==> config.mk <==
export PLATFORM = sky130hd
export DESIGN_NAME = seg_scan_driver
export DESIGN_NICKNAME = d
export VERILOG_FILES = /design/src/rtl/seg_pkg.sv /design/src/rtl/seg_scan_driver_hex_decode.sv /design/src/rtl/seg_scan_driver.sv
export SDC_FILE = /design/constraint.sdc
export NUM_CORES = 1
export LEC_CHECK = 0
export CORE_ASPECT_RATIO = 0.7
export CORE_MARGIN = 2
export CORE_UTILIZATION = 48
export CTS_CLUSTER_DIAMETER = 200
export CTS_CLUSTER_SIZE = 24
export DETAILED_ROUTE_END_ITERATION = 8
export PLACE_DENSITY_LB_ADDON = 0.2
export SLEW_MARGIN = 20
export SYNTH_ARGS = -nofsm -noshare
export SYNTH_HDL_FRONTEND = slang
export SYNTH_SLANG_ARGS = --single-unit
export TNS_END_PERCENT = 30
==> constraint.sdc <==
create_clock -name clk -period 3.3 [get_ports clk]
set_input_delay 0.66 -clock clk [delete_from_list [all_inputs] [get_ports clk]]
set_output_delay 0.66 -clock clk [all_outputs]
set_load 0.02 [all_outputs]
==> src/rtl/seg_pkg.sv <==
// Shared seven-segment constants, display-mode type and hex-to-segment decode.
package seg_pkg;

   localparam logic [7:0] SEG_OFF = 8'hFF;
   localparam logic       AN_OFF  = 1'b1;

   // Active-low {g,f,e,d,c,b,a}
   localparam logic [6:0] SEG_0 = 7'h40;
   localparam logic [6:0] SEG_1 = 7'h79;
   localparam logic [6:0] SEG_2 = 7'h24;
   localparam logic [6:0] SEG_3 = 7'h30;
   localparam logic [6:0] SEG_4 = 7'h19;
   localparam logic [6:0] SEG_5 = 7'h12;
   localparam logic [6:0] SEG_6 = 7'h02;
   localparam logic [6:0] SEG_7 = 7'h78;
   localparam logic [6:0] SEG_8 = 7'h00;
   localparam logic [6:0] SEG_9 = 7'h10;
   localparam logic [6:0] SEG_A = 7'h08;
   localparam logic [6:0] SEG_B = 7'h03;
   localparam logic [6:0] SEG_C = 7'h46;
   localparam logic [6:0] SEG_D = 7'h21;
   localparam logic [6:0] SEG_E = 7'h06;
   localparam logic [6:0] SEG_F = 7'h0E;

   typedef enum logic [1:0] {
      DISP_GUARD,
      DISP_BLANK,
      DISP_BLINK,
      DISP_LIT
   } disp_mode_e;

   function automatic logic [6:0] hex_to_seg(input logic [3:0] nib);
      logic [6:0] s;
      s = SEG_0;
      case (nib)
         4'h0: s = SEG_0;
         4'h1: s = SEG_1;
         4'h2: s = SEG_2;
         4'h3: s = SEG_3;
         4'h4: s = SEG_4;
         4'h5: s = SEG_5;
         4'h6: s = SEG_6;
         4'h7: s = SEG_7;
         4'h8: s = SEG_8;
         4'h9: s = SEG_9;
         4'hA: s = SEG_A;
         4'hB: s = SEG_B;
         4'hC: s = SEG_C;
         4'hD: s = SEG_D;
         4'hE: s = SEG_E;
         4'hF: s = SEG_F;
         default: s = SEG_0;
      endcase
      return s;
   endfunction

endpackage

==> src/rtl/seg_scan_driver_hex_decode.sv <==
// Combinational nibble to active-low seven-segment decoder, shared by display paths.
module seg_hex_decode
   import seg_pkg::*;
(
   input  logic [3:0] nib,
   output logic [6:0] seg_n
);

   assign seg_n = hex_to_seg(nib);

endmodule

==> src/rtl/seg_scan_driver.sv <==
// Multiplexed 8-digit common-anode scan driver with frame snapshot, guard interval,
// blanking and blinking. Define SEG_LZ_BLANK_EN to suppress leading zeros at snapshot time.
module seg_scan_driver
   import seg_pkg::*;
#(
   parameter int N_DIGITS     = 8,
   parameter int DIV          = 100000,
   parameter int GUARD        = 16,
   parameter int BLINK_FRAMES = 64
)
(
   input  logic                    clk,
   input  logic                    reset,
   input  logic [4*N_DIGITS-1:0]   digits,
   input  logic [N_DIGITS-1:0]     dp,
   input  logic [N_DIGITS-1:0]     blank_mask,
   input  logic [N_DIGITS-1:0]     blink_mask,
   output logic [N_DIGITS-1:0]     AN,
   output logic [7:0]              SEG,
   output logic                    frame_tick
);

   localparam int IDXW = (N_DIGITS > 1) ? $clog2(N_DIGITS) : 1;
   localparam int CNTW = $clog2(DIV);
   localparam int BFW  = (BLINK_FRAMES > 1) ? $clog2(BLINK_FRAMES) : 1;

   localparam logic [CNTW-1:0] CNT_LAST  = CNTW'(DIV - 1);
   localparam logic [CNTW-1:0] CNT_GUARD = CNTW'(GUARD);
   localparam logic [IDXW-1:0] IDX_LAST  = IDXW'(N_DIGITS - 1);
   localparam logic [BFW-1:0]  BF_LAST   = BFW'(BLINK_FRAMES - 1);

   logic [CNTW-1:0]         cnt_q, cnt_d;
   logic [IDXW-1:0]         idx_q, idx_d;
   logic [4*N_DIGITS-1:0]   snap_digits_q, snap_digits_d;
   logic [N_DIGITS-1:0]     snap_dp_q, snap_dp_d;
   logic [N_DIGITS-1:0]     snap_blank_q, snap_blank_d;
   logic [N_DIGITS-1:0]     snap_blink_q, snap_blink_d;
   logic [BFW-1:0]          bf_q, bf_d;
   logic                    phase_q, phase_d;
   logic [N_DIGITS-1:0]     an_q, an_d;
   logic [7:0]              seg_q, seg_d;
   logic                    frame_tick_q, frame_tick_d;

   logic                    frame_wrap;
   logic [N_DIGITS-1:0]     lz_mask;
   logic [3:0]              nib;
   logic [6:0]              dec_seg;
   disp_mode_e              mode;

`ifdef SEG_LZ_BLANK_EN
   logic leading;

   // Walk down from the leftmost digit; digit 0 always stays visible.
   always_comb begin
      lz_mask = '0;
      leading = 1'b1;
      for (int i = N_DIGITS - 1; i >= 1; i--) begin
         if (leading && (digits[4*i +: 4] == 4'h0) && !dp[i]) begin
            lz_mask[i] = 1'b1;
         end else begin
            leading = 1'b0;
         end
      end
   end
`else
   assign lz_mask = '0;
`endif

   always_comb begin
      frame_wrap    = (cnt_q == CNT_LAST) && (idx_q == IDX_LAST);
      cnt_d         = cnt_q + 1'b1;
      idx_d         = idx_q;
      snap_digits_d = snap_digits_q;
      snap_dp_d     = snap_dp_q;
      snap_blank_d  = snap_blank_q;
      snap_blink_d  = snap_blink_q;
      bf_d          = bf_q;
      phase_d       = phase_q;
      frame_tick_d  = frame_wrap;

      if (cnt_q == CNT_LAST) begin
         cnt_d = '0;
         idx_d = (idx_q == IDX_LAST) ? '0 : idx_q + 1'b1;
      end

      if (frame_wrap) begin
         snap_digits_d = digits;
         snap_dp_d     = dp;
         snap_blank_d  = blank_mask | lz_mask;
         snap_blink_d  = blink_mask;
         if (bf_q == BF_LAST) begin
            bf_d    = '0;
            phase_d = ~phase_q;
         end else begin
            bf_d = bf_q + 1'b1;
         end
      end
   end

   assign nib = snap_digits_q[{idx_q, 2'b00} +: 4];

   seg_hex_decode u_hex_decode (
      .nib   (nib),
      .seg_n (dec_seg)
   );

   // Output register input: decided purely from current registered state.
   always_comb begin
      an_d  = {N_DIGITS{AN_OFF}};
      seg_d = SEG_OFF;
      if (cnt_q < CNT_GUARD) begin
         mode = DISP_GUARD;
      end else if (snap_blank_q[idx_q]) begin
         mode = DISP_BLANK;
      end else if (phase_q && snap_blink_q[idx_q]) begin
         mode = DISP_BLINK;
      end else begin
         mode = DISP_LIT;
      end
      if (mode == DISP_LIT) begin
         an_d[idx_q] = ~AN_OFF;
         seg_d       = {~snap_dp_q[idx_q], dec_seg};
      end
   end

   always_ff @(posedge clk or posedge reset) begin
      if (reset) begin
         cnt_q         <= '0;
         idx_q         <= '0;
         snap_digits_q <= '0;
         snap_dp_q     <= '0;
         snap_blank_q  <= '0;
         snap_blink_q  <= '0;
         bf_q          <= '0;
         phase_q       <= 1'b0;
         an_q          <= {N_DIGITS{AN_OFF}};
         seg_q         <= SEG_OFF;
         frame_tick_q  <= 1'b0;
      end else begin
         cnt_q         <= cnt_d;
         idx_q         <= idx_d;
         snap_digits_q <= snap_digits_d;
         snap_dp_q     <= snap_dp_d;
         snap_blank_q  <= snap_blank_d;
         snap_blink_q  <= snap_blink_d;
         bf_q          <= bf_d;
         phase_q       <= phase_d;
         an_q          <= an_d;
         seg_q         <= seg_d;
         frame_tick_q  <= frame_tick_d;
      end
   end

   assign AN         = an_q;
   assign SEG        = seg_q;
   assign frame_tick = frame_tick_q;

endmodule

==> results of run 1 <==
where the power goes:
group | leakage [nW] | internal (mW) | total [mW] | switching (mW)
Combinational | 1.24 | 0.0617 | 0.0941 | 0.0325
Sequential | 1.03 | 1.23 | 1.23 | 0
Clock | 0.138 | 0.530 | 0.988 | 0.458
Total | 2.42 | 1.82 | 2.31 | 0.490
stage by stage:
stage / cell area [sq um] / setup WS (ns) / cells / power (mW)
after floorplan: 4650 / 0.0477 / 479 / 1.27
after global placement: 5550 / 0.670 / 668 / 1.34
after detailed placement: 5550 / 0.509 / 668 / 1.34
after CTS: 5830 / 0.498 / 684 / 2.33
after global routing: 5830 / 0.279 / 684 / 2.38
final: 5830 / 0.512 / 684 / 2.31
sequential cells by signal, indices dropped and copies added, names as in the netlist:
name	cells
snap_digits_q	32
cnt_q	17
AN	8
SEG	8
snap_blank_q	8
snap_blink_q	8
snap_dp_q	8
bf_q	6
idx_q	3
frame_tick	1
phase_q	1
critical path: stages (launching register included):
cell,delay [ns]
dfrtp_1,0.69
mux4_2,0.57
mux2i_1,0.59
inv_1,0.15
ha_1,0.27
mux2_2,0.27
nor2_1,0.08
o21ai_0,0.09
area by class of cell:
class                      count  share of cell area, %
inverter                      10                  0.687
timing repair buffer          84                   14.4
sequential                   100                   43.3
multi-input combinational    346                   34.1
clock buffer                  10                   4.10
tap                          128                   2.75
clock inverter                 6                  0.687
cells by family (layout without fill, tap and decap cells):
| logic type | after synthesis | after routing | share of synthesized area (%) |
|---|---|---|---|
| buffers and inverters | 33 | 110 | 3.07 |
| adder cells (fa/ha/maj) | 10 | 10 | 2.69 |
| XOR/XNOR | 17 | 17 | 3.20 |
| AND/OR/NAND/NOR | 269 | 269 | 24.4 |
| flip-flops | 100 | 100 | 54.3 |
| multiplexers | 23 | 23 | 7.73 |
| AO/OA/AOI/OAI | 27 | 27 | 4.63 |
worst paths after layout:
| kind | startpoint | endpoint | slack [ns] | depth (start not counted) |
|---|---|---|---|---|
| max in group asynchronous | reset | SEG[4] | 1.87 | 3 |
| worst max register to register | idx_q[1] | SEG[3] | 0.51 | 7 |
| worst min register to register | snap_digits_q[28] | snap_digits_q[28] | 0.46 | 2 |
| worst min-delay path | snap_digits_q[28] | snap_digits_q[28] | 0.46 | 2 |
| min in group asynchronous | reset | cnt_q[3] | 0.69 | 2 |
| worst max-delay path | idx_q[1] | SEG[3] | 0.51 | 7 |
Yosys cell counts (all sizes together) (2+ instances only):
library cell  number
mux2i             10
clkbuf             7
nand2            196
nand3             11
mux4              10
dfstp             16
o211ai             2
buf               16
xor2               7
nand4              7
xnor2             10
nor4               5
nor3               7
ha                10
o21ai              6
nand2b             4
a21oi              3
and3               3
inv               10
mux2               3
o22ai              2
dfrtp             84
nor2              25
o221ai             3
nor2b              2
or4                2
layout by cell type (no fill, tap or decap), types with 3 or more instances in the layout:
| cell | synthesis | routed |
|---|---|---|
| dfrtp_1 | 84 | 84 |
| nor4_1 | 4 | 4 |
| nand3_1 | 11 | 10 |
| mux2i_1 | 10 | 10 |
| a21oi_1 | 3 | 3 |
| nand2_1 | 196 | 196 |
| buf_4 | 0 | 8 |
| o21ai_0 | 6 | 6 |
| nand2b_1 | 4 | 4 |
| xor2_1 | 7 | 7 |
| nor2_1 | 25 | 25 |
| nor3_1 | 7 | 7 |
| inv_1 | 9 | 8 |
| clkinv_2 | 0 | 3 |
| ha_1 | 10 | 10 |
| xnor2_1 | 10 | 10 |
| mux4_2 | 10 | 10 |
| o221ai_1 | 3 | 3 |
| clkdlybuf4s50_1 | 0 | 74 |
| clkbuf_16 | 0 | 9 |
| nand4_1 | 7 | 7 |
| dfstp_2 | 16 | 16 |
routing by layer:
metal  share of wire [%]  GRT usage (%)  vias to the layer above
met4                 1.2           6.79                        0
met5                   0              0                        -
met1                  51           32.5                     1735
met2                  42           31.6                       97
met3                 6.2           5.33                        9
li1                    -              -                     1728
==> flow_summary.yaml, run 1 <==
run_status:
  outcome: "complete, no violations"
power_and_ir_drop:
  p_leak_nw: 2.42
  power.density_nw_per_um2: 396
  irDropWorstVdd_v: 0.000261
timing:
  drv_slew: 0
  min_period_over_period_pct: 84.5
  setup_violations: 0
  tns_ns: 0
  worst_pin_slew_ns: 0.711
  hold_viol_final: 0
  relSlewSlack_pct: 51.2
  rsz0062_at_grt: "false"
  fmax_mhz: 359
  skew_ns: 0.00879
  hold_ws_ns: 0.462
  period_needed_ns: 2.79
clocking:
  clock-sinks: 100
  cts-htree-levels: 3
  cts.clk_slew.worst_paths_ns: 0.07
  clk_latency_ns: 0.35
  cts_max_path_buffers: 2
  ctsHoldBuffers: 0
  post_cts_buffers: 0
  cts_root_buf: "clkbuf_16"
  cts_resized: 0
  numCtsBuffers: 9
  cts_tree: "built"
final_layout:
  drive_above_1_share_pct: 11.0
  nNetsFinal: 619
  fin_util_pct: 60.9
  area_delta_synth_final_pct: 25.5
  fillers: 832
  diodes: 0
  multi_input_area_sq_um: 1990
  ff_latch_area_sq_um: 2520
floorplan:
  fp.dieH_um: 86.3
  ioPinCount: 75
  start_util_pct: 48.5
  fp-row-count: 30
  core_area_sq_um: 9570
  die-area_sq_um: 10500
  die_w_um: 122
global_routing:
  antenna_found_initial: 0
  grt_max_degree: 61
  grt_pass1_wl_um: 17500
  overflow: 0
  grt_pass1_vias: 3510
  grt_usage_pct: 21.8
synthesis:
  synthFlopType: "dfrtp_1"
  synth_cell_types: 48
  synth-edff-count: 0
  syn_nets: 547
  synthesis.area_sq_um: 4650
  yosysTopAreaCell: "dfrtp_1"
  yosys_warnings: 0
  async_reset_ff_share_pct: 100
  synth_cells: 479
  ys_top_cells_by_area: "dfrtp_1, nand2_1, dfstp_2"
  syn_avg_cell_area_sq_um: 9.70
  yosysSeqAreaShare_pct: 54.3
  ys_ff_latch: 100
  netlist.area_leader.share_pct: 45.2
placement:
  place_hpwl_um: 7440
  gp_routability_congestion: 0.888
  port_buffers: 74
routing:
  antenna_left: 0
  wl_per_cell_um: 15.1
  via_per_inst: 5.22
  vias: 3569
  first_iter_violations: 240
  drcViolationCount: 0
  dr.pass1.iters: 4
  routed_wl_um: 10300
run:
  drv_cap: 0
critical_path:
  worst_setup_path_start_kind: "flop"
  cp.required_ns: 3.57
  arrival_ns: 3.06
  worstSetupPathType: "reg -> reg"
  cp-end-kind: "flop"
  path_max_fanout: 12
hold_path:
  hold_path_class: "reg -> reg"
Power figures use the tool's default switching activity.
==> run 2, diff against run 1 <==
Settings changed: CORE_UTILIZATION 48 to 53.
Clock period 3.3 ns to 2.9 ns, I/O delays scaled along.
==> run 2 against run 1 <==
Wire length increased by 1.4%. Hold slack better by 0.0046 ns. First-iteration DRC count up 13%. Combinational power grew 21%. Sequential share of layout area fell by 0.73 points. Maximum frequency is 11% higher. Global-route usage rose by 2.1 points. Count of clock-buffer cells in the layout down 1. Critical path depth is 3 higher. Largest cell class unchanged. Highest routed layer unchanged.
==> flow_summary.yaml, run 2 (same netlist as run 1, synthesis figures left out) <==
routing:
  antenna_left: 0
  dr.pass1.iters: 4
  drcViolationCount: 0
  vias: 3638
  routed_wl_um: 10500
  wl_per_cell_um: 15.3
  via_per_inst: 5.34
  first_iter_violations: 270
critical_path:
  crit_chain: "buf_4, buf_4, mux4_2, mux2i_1, buf_4, inv_1, ha_1, mux2_2, nor2_1, o21ai_0"
  cpMaxStageDelayCell: "dfrtp_1"
  worstReg2RegStart: "idx_q[2]"
  cp_common_cell: "buf_4"
  rrSetupSlack_ns: 0.38
  cp.required_ns: 3.17
  worstSetupPathType: "reg -> reg"
  critPathMaxStageDelay_ns: 0.55
  arrival_ns: 2.79
  cp-end-kind: "flop"
  path_max_fanout: 10
  worst_setup_path_start_kind: "flop"
  rr_worst_depth: 10
  reg2reg_to: "SEG[3]"
timing:
  period_needed_ns: 2.52
  tns_ns: 0
  setup_violations: 0
  skew_ns: 0.00426
  relSlewSlack_pct: 54.7
  min_period_over_period_pct: 86.8
  drv_slew: 0
  worst_pin_slew_ns: 0.678
  fmax_mhz: 397
  hold_ws_ns: 0.467
  hold_viol_final: 0
  rsz0062_at_grt: "false"
global_routing:
  grt_max_degree: 50
  grt_pass1_wl_um: 17100
  overflow: 0
  grt_pass1_vias: 3523
  grt_usage_pct: 23.9
  antenna_found_initial: 0
final_layout:
  drive_above_1_share_pct: 11.8
  final_cell_mix: "nand2_1, dfrtp_1, clkdlybuf4s50_1"
  largest_register_ffs: 32
  largestRegisters: "snap_digits_q x32, cnt_q x17"
  area_delta_synth_final_pct: 27.6
  nNetsFinal: 624
  diodes: 0
  regMostFlops: "snap_digits_q"
  mostFrequentLayoutCell: "nand2_1"
clocking:
  numCtsBuffers: 9
  clock-sinks: 100
  cts_resized: 0
  cts.clk_slew.worst_paths_ns: 0.07
  cts_max_path_buffers: 2
  post_cts_buffers: 0
  cts_root_buf: "clkbuf_16"
  cts-htree-levels: 3
  clk_latency_ns: 0.35
  ctsHoldBuffers: 0
  cts_tree: "built"
floorplan:
  start_util_pct: 54.8
  fp.dieH_um: 82.3
  ioPinCount: 75
  core_area_sq_um: 8480
  fp-row-count: 28
  die-area_sq_um: 9540
  die_w_um: 116
power_and_ir_drop:
  p_leak_nw: 2.46
  irDropWorstVdd_v: 0.000344
  power.density_nw_per_um2: 471
  total_power_mw: 2.79
hold_path:
  hold_path_depth: 2
  hold_path_class: "reg -> reg"
  worstHoldEndpoint: "snap_digits_q[16]"
  worstHoldStart: "snap_digits_q[16]"
placement:
  place_hpwl_um: 7490
  port_buffers: 74
  gp_routability_congestion: 0.912
run:
  drv_cap: 0
run_status:
  outcome: "complete, no violations"
run 2: cell types whose count changed in the layout (fill, tap and decap cells not counted):
cell,previous run,this run
clkbuf_8,1,0
inv_4,1,0
clkinv_2,3,0
clkinv_4,2,1
buf_12,2,4
bufinv_16,0,2
clkinvlp_4,1,4
inv_6,0,1
buf_4,8,11
run 2: per-stage QoR:
| step | worst slack [ns] | std cells | utilization (%) | instance area [sq um] |
|---|---|---|---|---|
| after floorplan | 0.380 | 479 | - | 4650 |
| after CTS | 0.396 | 681 | 70.0 | 5930 |
| final | 0.384 | 681 | 70.0 | 5930 |
| after detailed placement | 0.407 | 665 | 66.1 | 5610 |
| after global routing | 0.212 | 681 | 70.0 | 5930 |
| after global placement | 0.519 | 665 | 66.1 | 5610 |
run 2: cell type report:
cell class              instances  area (sq um)
fillers                       673          2550
flip-flops and latches        100          2520
multi-input cells             346          1990
repair buffers                 89           903
clock buffers                   9           225
well taps                     120           150
clock inverters                 7           100
inverters                      10          41.3
run 2: worst max-delay path, delay by kind of cell (launching register included):
kind / cells / cell delay (ns)
multiplexers: 3 / 0.76
AO/OA/AOI/OAI: 1 / 0.09
buffers and inverters: 4 / 0.70
flip-flops: 1 / 0.55
AND/OR/NAND/NOR: 1 / 0.09
adder cells (fa/ha/maj): 1 / 0.25
run 2: power breakdown:
| group | internal (mW) | switching [mW] |
|---|---|---|
| registers | 1.40 | 0 |
| logic | 0.0732 | 0.0404 |
| clock network | 0.759 | 0.523 |
| total | 2.23 | 0.563 |
run 2: routing by layer:
metal	up-vias	wire length (um)	track usage [%]
li1	1736	-	-
met1	1769	4960	34.4
met2	124	4730	36.7
met3	9	689	6.20
met4	0	80	5.83
met5	-	0	0
run 2: worst max path at each step:
| stage | to | cells after the start | from |
|---|---|---|---|
| after floorplan | SEG[3] | 9 | idx_q[1] |
| after global placement | SEG[3] | 9 | idx_q[1] |
| after detailed placement | SEG[3] | 10 | idx_q[2] |
| after CTS | SEG[3] | 10 | idx_q[2] |
| after global routing | SEG[5] | 6 | idx_q[0] |
| final | SEG[3] | 10 | idx_q[2] |
